File: src/rtl/result_face_display.sv
// End-of-game matrix animator: scans a win or fail face on the dot matrix with a
// mode-specific buzzer tone, then blanks, pulses repeat_rst and waits for the triggers to drop.
module result_face_display #(
  parameter int ROWS        = 8,
  parameter int COLS        = 8,
  parameter int SCAN_DIV    = 1000,
  parameter int TONE_LO_DIV = 1000,
  parameter int TONE_HI_DIV = 500,
  parameter int GATE_DIV    = 250000,
  parameter int SHOW_CYCLES = 2500000,
  parameter logic [ROWS*COLS-1:0] FAIL_IMG = 64'h8142244281182442,
  parameter logic [ROWS*COLS-1:0] WIN_IMG  = 64'h0066660081423C00
) (
  input  logic            clk,
  input  logic            rst,
  input  logic            win,
  input  logic            fail,
  output logic [ROWS-1:0] hang,
  output logic [COLS-1:0] red,
  output logic            beep,
  output logic            repeat_rst,
  output logic            busy
);
  localparam int TONE_MAX = (TONE_LO_DIV > TONE_HI_DIV) ? TONE_LO_DIV : TONE_HI_DIV;
  localparam int ROW_W    = (ROWS > 1) ? $clog2(ROWS) : 1;
  localparam int SCAN_W   = (SCAN_DIV > 1) ? $clog2(SCAN_DIV) : 1;
  localparam int TONE_W   = (TONE_MAX > 1) ? $clog2(TONE_MAX) : 1;
  localparam int GATE_W   = (GATE_DIV > 1) ? $clog2(GATE_DIV) : 1;
  localparam int DUR_W    = (SHOW_CYCLES > 1) ? $clog2(SHOW_CYCLES) : 1;

  localparam logic [ROW_W-1:0]  ROW_LAST     = ROW_W'(ROWS - 1);
  localparam logic [SCAN_W-1:0] SCAN_LAST    = SCAN_W'(SCAN_DIV - 1);
  localparam logic [TONE_W-1:0] TONE_LO_LAST = TONE_W'(TONE_LO_DIV - 1);
  localparam logic [TONE_W-1:0] TONE_HI_LAST = TONE_W'(TONE_HI_DIV - 1);
  localparam logic [GATE_W-1:0] GATE_LAST    = GATE_W'(GATE_DIV - 1);
  localparam logic [DUR_W-1:0]  DUR_LAST     = DUR_W'(SHOW_CYCLES - 1);

  typedef enum logic [1:0] {IDLE, SHOW, DONE, WAIT_CLR} state_t;

  state_t              state_q;
  logic                mode_q;   // 1 = win face / high chirped tone, 0 = fail face / low tone
  logic [ROW_W-1:0]    row_q;
  logic [SCAN_W-1:0]   scan_q;
  logic [TONE_W-1:0]   tone_q;
  logic [GATE_W-1:0]   gcnt_q;
  logic                gate_q;
  logic [DUR_W-1:0]    dur_q;

  logic [ROW_W-1:0]    row_d;
  logic [TONE_W-1:0]   tone_last;

  function automatic logic [COLS-1:0] img_row(input logic win_mode, input logic [ROW_W-1:0] r);
    logic [ROWS*COLS-1:0] sh;
    logic [ROW_W-1:0]     idx;
    idx = ROW_LAST - r;
    sh  = (win_mode ? WIN_IMG : FAIL_IMG) >> (int'(idx) * COLS);
    return sh[COLS-1:0];
  endfunction

  function automatic logic [ROWS-1:0] row_sel(input logic [ROW_W-1:0] r);
    logic [ROWS-1:0] s;
    s    = '0;
    s[0] = 1'b1;
    return ~(s << (ROW_LAST - r));
  endfunction

  always_comb begin
    row_d = row_q;
    if (scan_q == SCAN_LAST) row_d = (row_q == ROW_LAST) ? '0 : row_q + 1'b1;
    tone_last = mode_q ? TONE_HI_LAST : TONE_LO_LAST;
  end

  always_ff @(posedge clk or posedge rst) begin
    if (rst) begin
      state_q    <= IDLE;
      mode_q     <= 1'b0;
      row_q      <= '0;
      scan_q     <= '0;
      tone_q     <= '0;
      gcnt_q     <= '0;
      gate_q     <= 1'b0;
      dur_q      <= '0;
      hang       <= '1;
      red        <= '0;
      beep       <= 1'b0;
      repeat_rst <= 1'b0;
      busy       <= 1'b0;
    end else begin
      case (state_q)
        IDLE: begin
          if (fail || win) begin
            state_q <= SHOW;
            mode_q  <= !fail;
            row_q   <= '0;
            scan_q  <= '0;
            tone_q  <= '0;
            gcnt_q  <= '0;
            gate_q  <= 1'b1;
            dur_q   <= '0;
            hang    <= row_sel('0);
            red     <= img_row(!fail, '0);
            beep    <= 1'b0;
            busy    <= 1'b1;
          end
        end
        SHOW: begin
          if (dur_q == DUR_LAST) begin
            state_q    <= DONE;
            hang       <= '1;
            red        <= '0;
            beep       <= 1'b0;
            repeat_rst <= 1'b1;
          end else begin
            dur_q  <= dur_q + 1'b1;
            scan_q <= (scan_q == SCAN_LAST) ? '0 : scan_q + 1'b1;
            row_q  <= row_d;
            hang   <= row_sel(row_d);
            red    <= img_row(mode_q, row_d);
            gcnt_q <= (gcnt_q == GATE_LAST) ? '0 : gcnt_q + 1'b1;
            if (gcnt_q == GATE_LAST) gate_q <= !gate_q;
            // Win chirp: the gate mutes the buzzer and parks the tone phase at 0.
            if (mode_q && !gate_q) begin
              tone_q <= '0;
              beep   <= 1'b0;
            end else if (tone_q == tone_last) begin
              tone_q <= '0;
              beep   <= !beep;
            end else begin
              tone_q <= tone_q + 1'b1;
            end
          end
        end
        DONE: begin
          repeat_rst <= 1'b0;
          state_q    <= WAIT_CLR;
        end
        WAIT_CLR: begin
          if (!win && !fail) begin
            state_q <= IDLE;
            busy    <= 1'b0;
          end
        end
        default: state_q <= IDLE;
      endcase
    end
  end
endmodule

File: config.mk
export PLATFORM = sky130hd
export DESIGN_NAME = result_face_display
export DESIGN_NICKNAME = d
export VERILOG_FILES = /design/src/rtl/result_face_display.sv
export SDC_FILE = /design/constraint.sdc
export NUM_CORES = 1
export LEC_CHECK = 0
export ABC_CLOCK_PERIOD_IN_PS = 2900
export CAP_MARGIN = 30
export CORE_MARGIN = 2
export CORE_UTILIZATION = 45
export CTS_CLUSTER_SIZE = 8
export DETAILED_ROUTE_END_ITERATION = 10
export REMOVE_ABC_BUFFERS = 1
export SKIP_LAST_GASP = 1
export SYNTH_ARGS = -nofsm -noshare
export SYNTH_HDL_FRONTEND = slang
export SYNTH_SLANG_ARGS = --single-unit
File: constraint.sdc
create_clock -name clk -period 2.9 [get_ports clk]
set_clock_uncertainty 0.05 [all_clocks]
set_input_delay 0.29 -clock clk [delete_from_list [all_inputs] [get_ports clk]]
set_output_delay 0.29 -clock clk [all_outputs]
set_load 0.01 [all_outputs]
==> results of run 1 <==
## synth_stat cells (all sizes together), types with 2 or more instances
cell type	n
dfrtp	74
nor2	47
o21ai	44
nand2	39
nand3	34
a21oi	32
nor3	15
or3	15
buf	14
and3	13
ha	13
inv	13
o31ai	12
or4	12
a22o	10
nand4	10
clkbuf	9
xnor2	9
dfstp	8
nor4	7
xor2	6
and4	5
nand2b	5
nand4b	5
a21o	4
and2	4
nor3b	4
o21a	4
mux2	3
or2	3
a221o	2
a31oi	2
mux2i	2
nor2b	2
nor4b	2
o22a	2
o2bb2ai	2
## routing by layer
metal | up-vias | share of wire | global-route usage | wire [um]
met4 | 0 | 0.012 | 0.05905 | 123
li1 | 1909 | - | - | -
met3 | 14 | 0.030 | 0.04143 | 325
met2 | 55 | 0.48 | 0.3300 | 5086
met1 | 1881 | 0.48 | 0.2836 | 5133
met5 | - | 0 | 0 | 0
## registers in the layout (all words and copies together), names as in the netlist
register / count
dur_q: 22
gcnt_q: 18
scan_q: 10
tone_q: 10
hang: 8
red: 4
row_q: 3
state_q: 2
beep: 1
busy: 1
gate_q: 1
mode_q: 1
repeat_rst: 1
## worst max-delay path: cells and delay by family, from the launching register on
family / cells / cell delay [ns]
AND/OR/NAND/NOR: 2 / 0.86
AO/OA/AOI/OAI: 3 / 0.53
buffers and inverters: 2 / 0.32
adder cells (fa/ha/maj): 1 / 0.32
flip-flops: 1 / 0.41
## path summary, 6_finish.rpt
kind / start / endpoint / slack (ns) / depth (start not counted)
max: state_q[0] / gate_q / 0.30 / 8
min: rst / gcnt_q[2] / 0.29 / 2
max reg2reg: state_q[0] / gate_q / 0.30 / 8
min reg2reg: tone_q[1] / tone_q[1] / 0.46 / 2
max in group asynchronous: rst / hang[6] / 1.81 / 3
min in group clk: tone_q[1] / tone_q[1] / 0.46 / 2
## where the power goes
| part | internal [mW] | switching [mW] | total [mW] |
|---|---|---|---|
| logic | 0.00802 | 0.0252 | 0.0332 |
| clock network | 0.380 | 0.400 | 0.780 |
| registers | 1.14 | 0 | 1.14 |
## placed cells by master, fill, tap and decap left out, drive strengths merged, types with 3 or more instances in the layout
| master | count |
|---|---|
| nor3b | 4 |
| mux2 | 3 |
| dfstp | 8 |
| or4 | 12 |
| and2 | 4 |
| nand4b | 5 |
| or3 | 15 |
| nand2b | 5 |
| xor2 | 6 |
| or2 | 3 |
| inv | 12 |
| nand2 | 39 |
| nor4 | 7 |
| nand4 | 10 |
| xnor2 | 9 |
| o21a | 4 |
| buf | 13 |
| a21oi | 32 |
| dfrtp | 74 |
| clkbuf | 14 |
| nor3 | 15 |
| nand3 | 34 |
| nor2 | 47 |
| ha | 13 |
| o31ai | 12 |
| and3 | 13 |
| clkdlybuf4s50 | 22 |
| and4 | 5 |
| clkinv | 3 |
| a22o | 10 |
| o21ai | 44 |
| a21o | 4 |
## kinds of logic after synthesis
family / after synthesis / synth area share
adders and majority gates: 13 / 0.03511
and+or+nand+nor: 226 / 0.2690
AOI/OAI and AO/OA: 127 / 0.1742
buffers and inverters: 36 / 0.03673
muxes: 5 / 0.01161
DFF: 82 / 0.4450
xor gates and xnor gates: 15 / 0.02836
## final cells by class
type | count | share of cell area
tap | 136 | 0.03275
sequential | 82 | 0.3968
clock buffer | 14 | 0.03323
clock inverter | 2 | 0.001926
multi-input combinational | 386 | 0.4621
inverter | 13 | 0.009632
timing repair buffer | 35 | 0.06357
## metrics by stage
step                      instance area, um^2  instances
after CTS                                5196        668
after floorplan                          4512        481
after global placement                   5014        652
final                                    5196        668
after detailed placement                 5014        652
after global routing                     5196        668
==> reports/results.txt, run 1 <==
Fin. Hold Viols: 0
vias in the first global route: 3,690
WHS: 0.2943 ns
slowest CP cell: or3b_1
top cells by area, synth: dfrtp_1, dfstp_2, o21ai_0, nor2_1, ha_1
worst-skew pair later-pin latency: 0.36 ns
initial core utilization: 0.4570
DR vias: 3,859
TritonCTS clock tree: built
fin util: 0.5125
pin count of the biggest net entering global routing: 39
die width: 105.5 um
class of the worst hold path: in2async
sequential area share after synthesis: 0.4450
die area: 0.01112 mm^2
synthesized area per cell: 9.193 um^2
leading area contributor after synthesis: dfrtp_1
gp weighted congestion: 0.8786
status: complete, no violations
Synth warnings: 0
Worst Setup Start Kind: register
pre-CTS setup slack: 0.2704 ns
number of nets with antenna violations after routing: 0
CP Max Fanout: 14
Layout fillers: 931
Setup WS post-layout: 0.2958 ns
Clock transition at path regs: 0.08 ns
DRC errors left: 0
remaining global-route overflow: 0
Final Power: 1.956 mW
fin crit period: 2.604 ns
worst endpoint data arrival time: 2.80 ns
CTS H-tree depth: 3
Post-Synthesis Cells: 504
RSZ-0062 raised after global routing: no
Post-synth top flop: dfrtp_1
Die Y: 105.5 um
total CTS buffers: 9
CORE AREA: 0.01014 mm^2
P_leak: 2.048 nW
Sum Neg Setup Slack: 0 ns
layout cells sized above 1: 0.09962
GR Util All Layers: 0.2060
initial antenna violation count: 0
Slew @ Worst Pin: 0.8320 ns
Max Cap Violations: 0
Max Slew Vio Count: 0
Final period util: 0.8980
EDFF count, synth: 0
flip-flop and latch area: 0.002062 mm^2
max frequency: 384.0 MHz
postcts setup bufs: 0
diode count: 0
IO Pins: 23
Final setup viols: 0
clk sink count: 82
CP cell instances: inv_1 -> ha_1 -> or3b_1 -> o21ai_1 -> buf_4 -> a31oi_1 -> and2_0 -> o21a_1
PwrDens: 376.5 mW/mm^2
routed wire length per instance: 15.97 um
vias per cell: 5.777
area of the multi-input gates: 0.002401 mm^2
Initial DRC Count: 233
Area Overhead vs Synth: 12.15%
post-CTS sizing: 0
Worst path max stage delay: 0.44 ns
Synth Cell Area: 0.004633 mm^2
CTS root buffer: clkbuf_8
first-pass GRT wire length: 18,290 um
Yosys cell types: 64
nets: 544
Critical Path RT: 3.10 ns
FP Rows: 37
number of synthesized register bits: 82
crit path capture type: register
drt total wl: 10,670 um
post-DP HPWL: 7571 um
Worst IR Drop VDD: 0.2574 mV
drt first pass iters: 4
async set-reset flop share out of synthesis: 1.000
hold_buf cts: 0
worst relative slew slack: 0.4406
top cell type's share of synthesized area: 0.3997
kind of critical path: reg2reg
maximum root-to-sink buffer count: 2
PortBufs: 22
(Power assumes the default switching activity.)
==> run 2: changes to the inputs <==
Settings changed: SETUP_SLACK_MARGIN set to 0.4.
==> run 2 against run 1 <==
Total power up 0.11%. First-iteration DRC count up 4.7%. Die area unchanged. Via count up 0.96%. Sequential share of layout area down 0.37 points. Global-route usage unchanged. Clock power about the same. Sequential power about the same. Sequential cell count unchanged. Critical path type unchanged.
==> reports/results.txt, run 2 (synthesis gave the netlist of run 1 again) <==
Worst Setup Start Kind: register
clk sink count: 82 (unchanged)
pre-CTS setup slack: 0.2704 ns (unchanged)
Placed Area: 0.005014 mm^2 (unchanged)
total CTS buffers: 9 (unchanged)
DR vias: 3,896 (+0.96%)
worst endpoint data arrival time: 2.62 ns (-0.18 ns)
nets: 545 (+0.18%)
CP Max Fanout: 20 (+6)
drt first pass iters: 6 (+2)
vias in the first global route: 3,690 (unchanged)
pin count of the biggest net entering global routing: 39 (unchanged)
Clock transition at path regs: 0.08 ns (about the same)
RSZ-0062 raised after global routing: yes
Worst IR Drop VDD: 0.2586 mV (+0.44%)
gp weighted congestion: 0.8786 (unchanged)
CTS root buffer: clkbuf_8
CTS H-tree depth: 3 (unchanged)
IO Pins: 23 (unchanged)
GR Util All Layers: 0.2060 (unchanged)
initial core utilization: 0.4570 (unchanged)
FF-to-FF setup slack: 0.52 ns (+0.23 ns)
diode count: 0 (unchanged)
routed wire length per instance: 16.15 um (+1.1%)
Worst path max stage delay: 0.44 ns (about the same)
maximum root-to-sink buffer count: 2 (unchanged)
die area: 0.01112 mm^2 (unchanged)
CP bufs+invs: 3 (+1)
Top reg by flops: dur_q
number of nets with antenna violations after routing: 0 (unchanged)
first-pass GRT wire length: 18,290 um (unchanged)
largest registers: dur_q: 22 flops, gcnt_q: 18 flops
crit path capture type: register
commonest non-fill, non-tap cells in the layout: dfrtp_1, nor2_1, o21ai_0, nand2_1
Initial DRC Count: 244 (+4.7%)
Setup WS post-layout: 0.5227 ns (+0.2269 ns)
status: complete, no violations
max reg flops: 22 (unchanged)
fin util: 0.5173 (+0.004813)
initial antenna violation count: 0 (unchanged)
slowest CP cell: or3b_1
commonest non-fill, non-tap cell in the layout: dfrtp_1
class of the worst hold path: in2async
CP most frequent cell: buf_4
die width: 105.5 um (unchanged)
Max Cap Violations: 0 (unchanged)
DRC errors left: 0 (unchanged)
layout cells sized above 1: 0.1182 (+0.01857)
Slew @ Worst Pin: 0.8485 ns (+0.01646 ns)
kind of critical path: reg2reg
fin crit period: 2.377 ns (-0.2269 ns)
Post-Layout Inst Area: 0.005245 mm^2 (+0.94%)
worst-skew pair later-pin latency: 0.36 ns (about the same)
CORE AREA: 0.01014 mm^2 (unchanged)
Fin. Hold Viols: 0 (unchanged)
P_leak: 2.061 nW (+0.63%)
Area Overhead vs Synth: 13.21%
post-DP HPWL: 7571 um (unchanged)
vias per cell: 5.824 (+0.81%)
CP cell instances: inv_1 -> ha_2 -> or3b_1 -> o21ai_2 -> buf_4 -> a31oi_1 -> buf_4 -> a211o_1 -> nand2_1
Die Y: 105.5 um (unchanged)
drt total wl: 10,800 um (+1.2%)
PwrDens: 373.4 mW/mm^2 (-0.82%)
TritonCTS clock tree: built
Max Slew Vio Count: 0 (unchanged)
Final setup viols: 0 (unchanged)
Final period util: 0.8197 (-0.07824)
remaining global-route overflow: 0 (unchanged)
FP Rows: 37 (unchanged)
worst relative slew slack: 0.4295 (-0.01107)
hold_buf cts: 0 (unchanged)
Critical Path RT: 3.14 ns (+0.04 ns)
Sum Neg Setup Slack: 0 ns (unchanged)
WHS: 0.2909 ns (-0.003432 ns)
PortBufs: 22 (unchanged)
kind of cell adding the most delay to the critical path: buffers and inverters
max frequency: 420.7 MHz (+9.5%)
[run 2: path summary, 6_finish.rpt]
kind / from / to / cells past startpoint
max: state_q[0] / dur_q[2] / 9
min: rst / gcnt_q[2] / 2
max reg2reg: state_q[0] / dur_q[2] / 9
min reg2reg: tone_q[1] / tone_q[1] / 2
max in group asynchronous: rst / hang[6] / 3
min in group clk: tone_q[1] / tone_q[1] / 2
[run 2: final cells by class]
type,instances,area [um^2]
fill,930,4893
multi-input combinational,386,2442
sequential,82,2062
timing repair buffer,36,337.8
clock buffer,14,172.7
tap,136,170.2
inverter,13,50.05
clock inverter,2,10.01
[run 2: where the power goes]
group | total (mW) | internal [mW] | switching (mW)
Sequential | 1.14 | 1.14 | 0
Combinational | 0.0332 | 0.00802 | 0.0252
Clock | 0.782 | 0.380 | 0.402
Total | 1.96 | 1.53 | 0.428
[run 2: worst register-to-register path, cell delays in order, from the launching register on]
cell	delay, ns
dfrtp_1	0.41
inv_1	0.13
ha_2	0.28
or3b_1	0.44
o21ai_2	0.13
buf_4	0.21
a31oi_1	0.06
buf_4	0.23
a211o_1	0.31
nand2_1	0.05
[run 2: metal layers]
| metal | part of all wire | GRT usage |
|---|---|---|
| met5 | 0 | 0 |
| met4 | 0.0098 | 0.05905 |
| met3 | 0.031 | 0.04143 |
| met2 | 0.48 | 0.3300 |
| met1 | 0.48 | 0.2836 |
[run 2: repair_timing]
item	4_1_cts	5_1_grt
hold endpoints to repair	0	0
resized for setup	1	12
setup endpoints to repair	14	52
setup buffers	0	1
pin swaps	0	1
[run 2: stage by stage]
stage	power [mW]	cells
2_1_floorplan	1.183	481
3_3_place_gp	1.200	652
4_1_cts	1.992	668
6_report	1.959	669
3_5_place_dp	1.201	652
5_1_grt	2.051	669
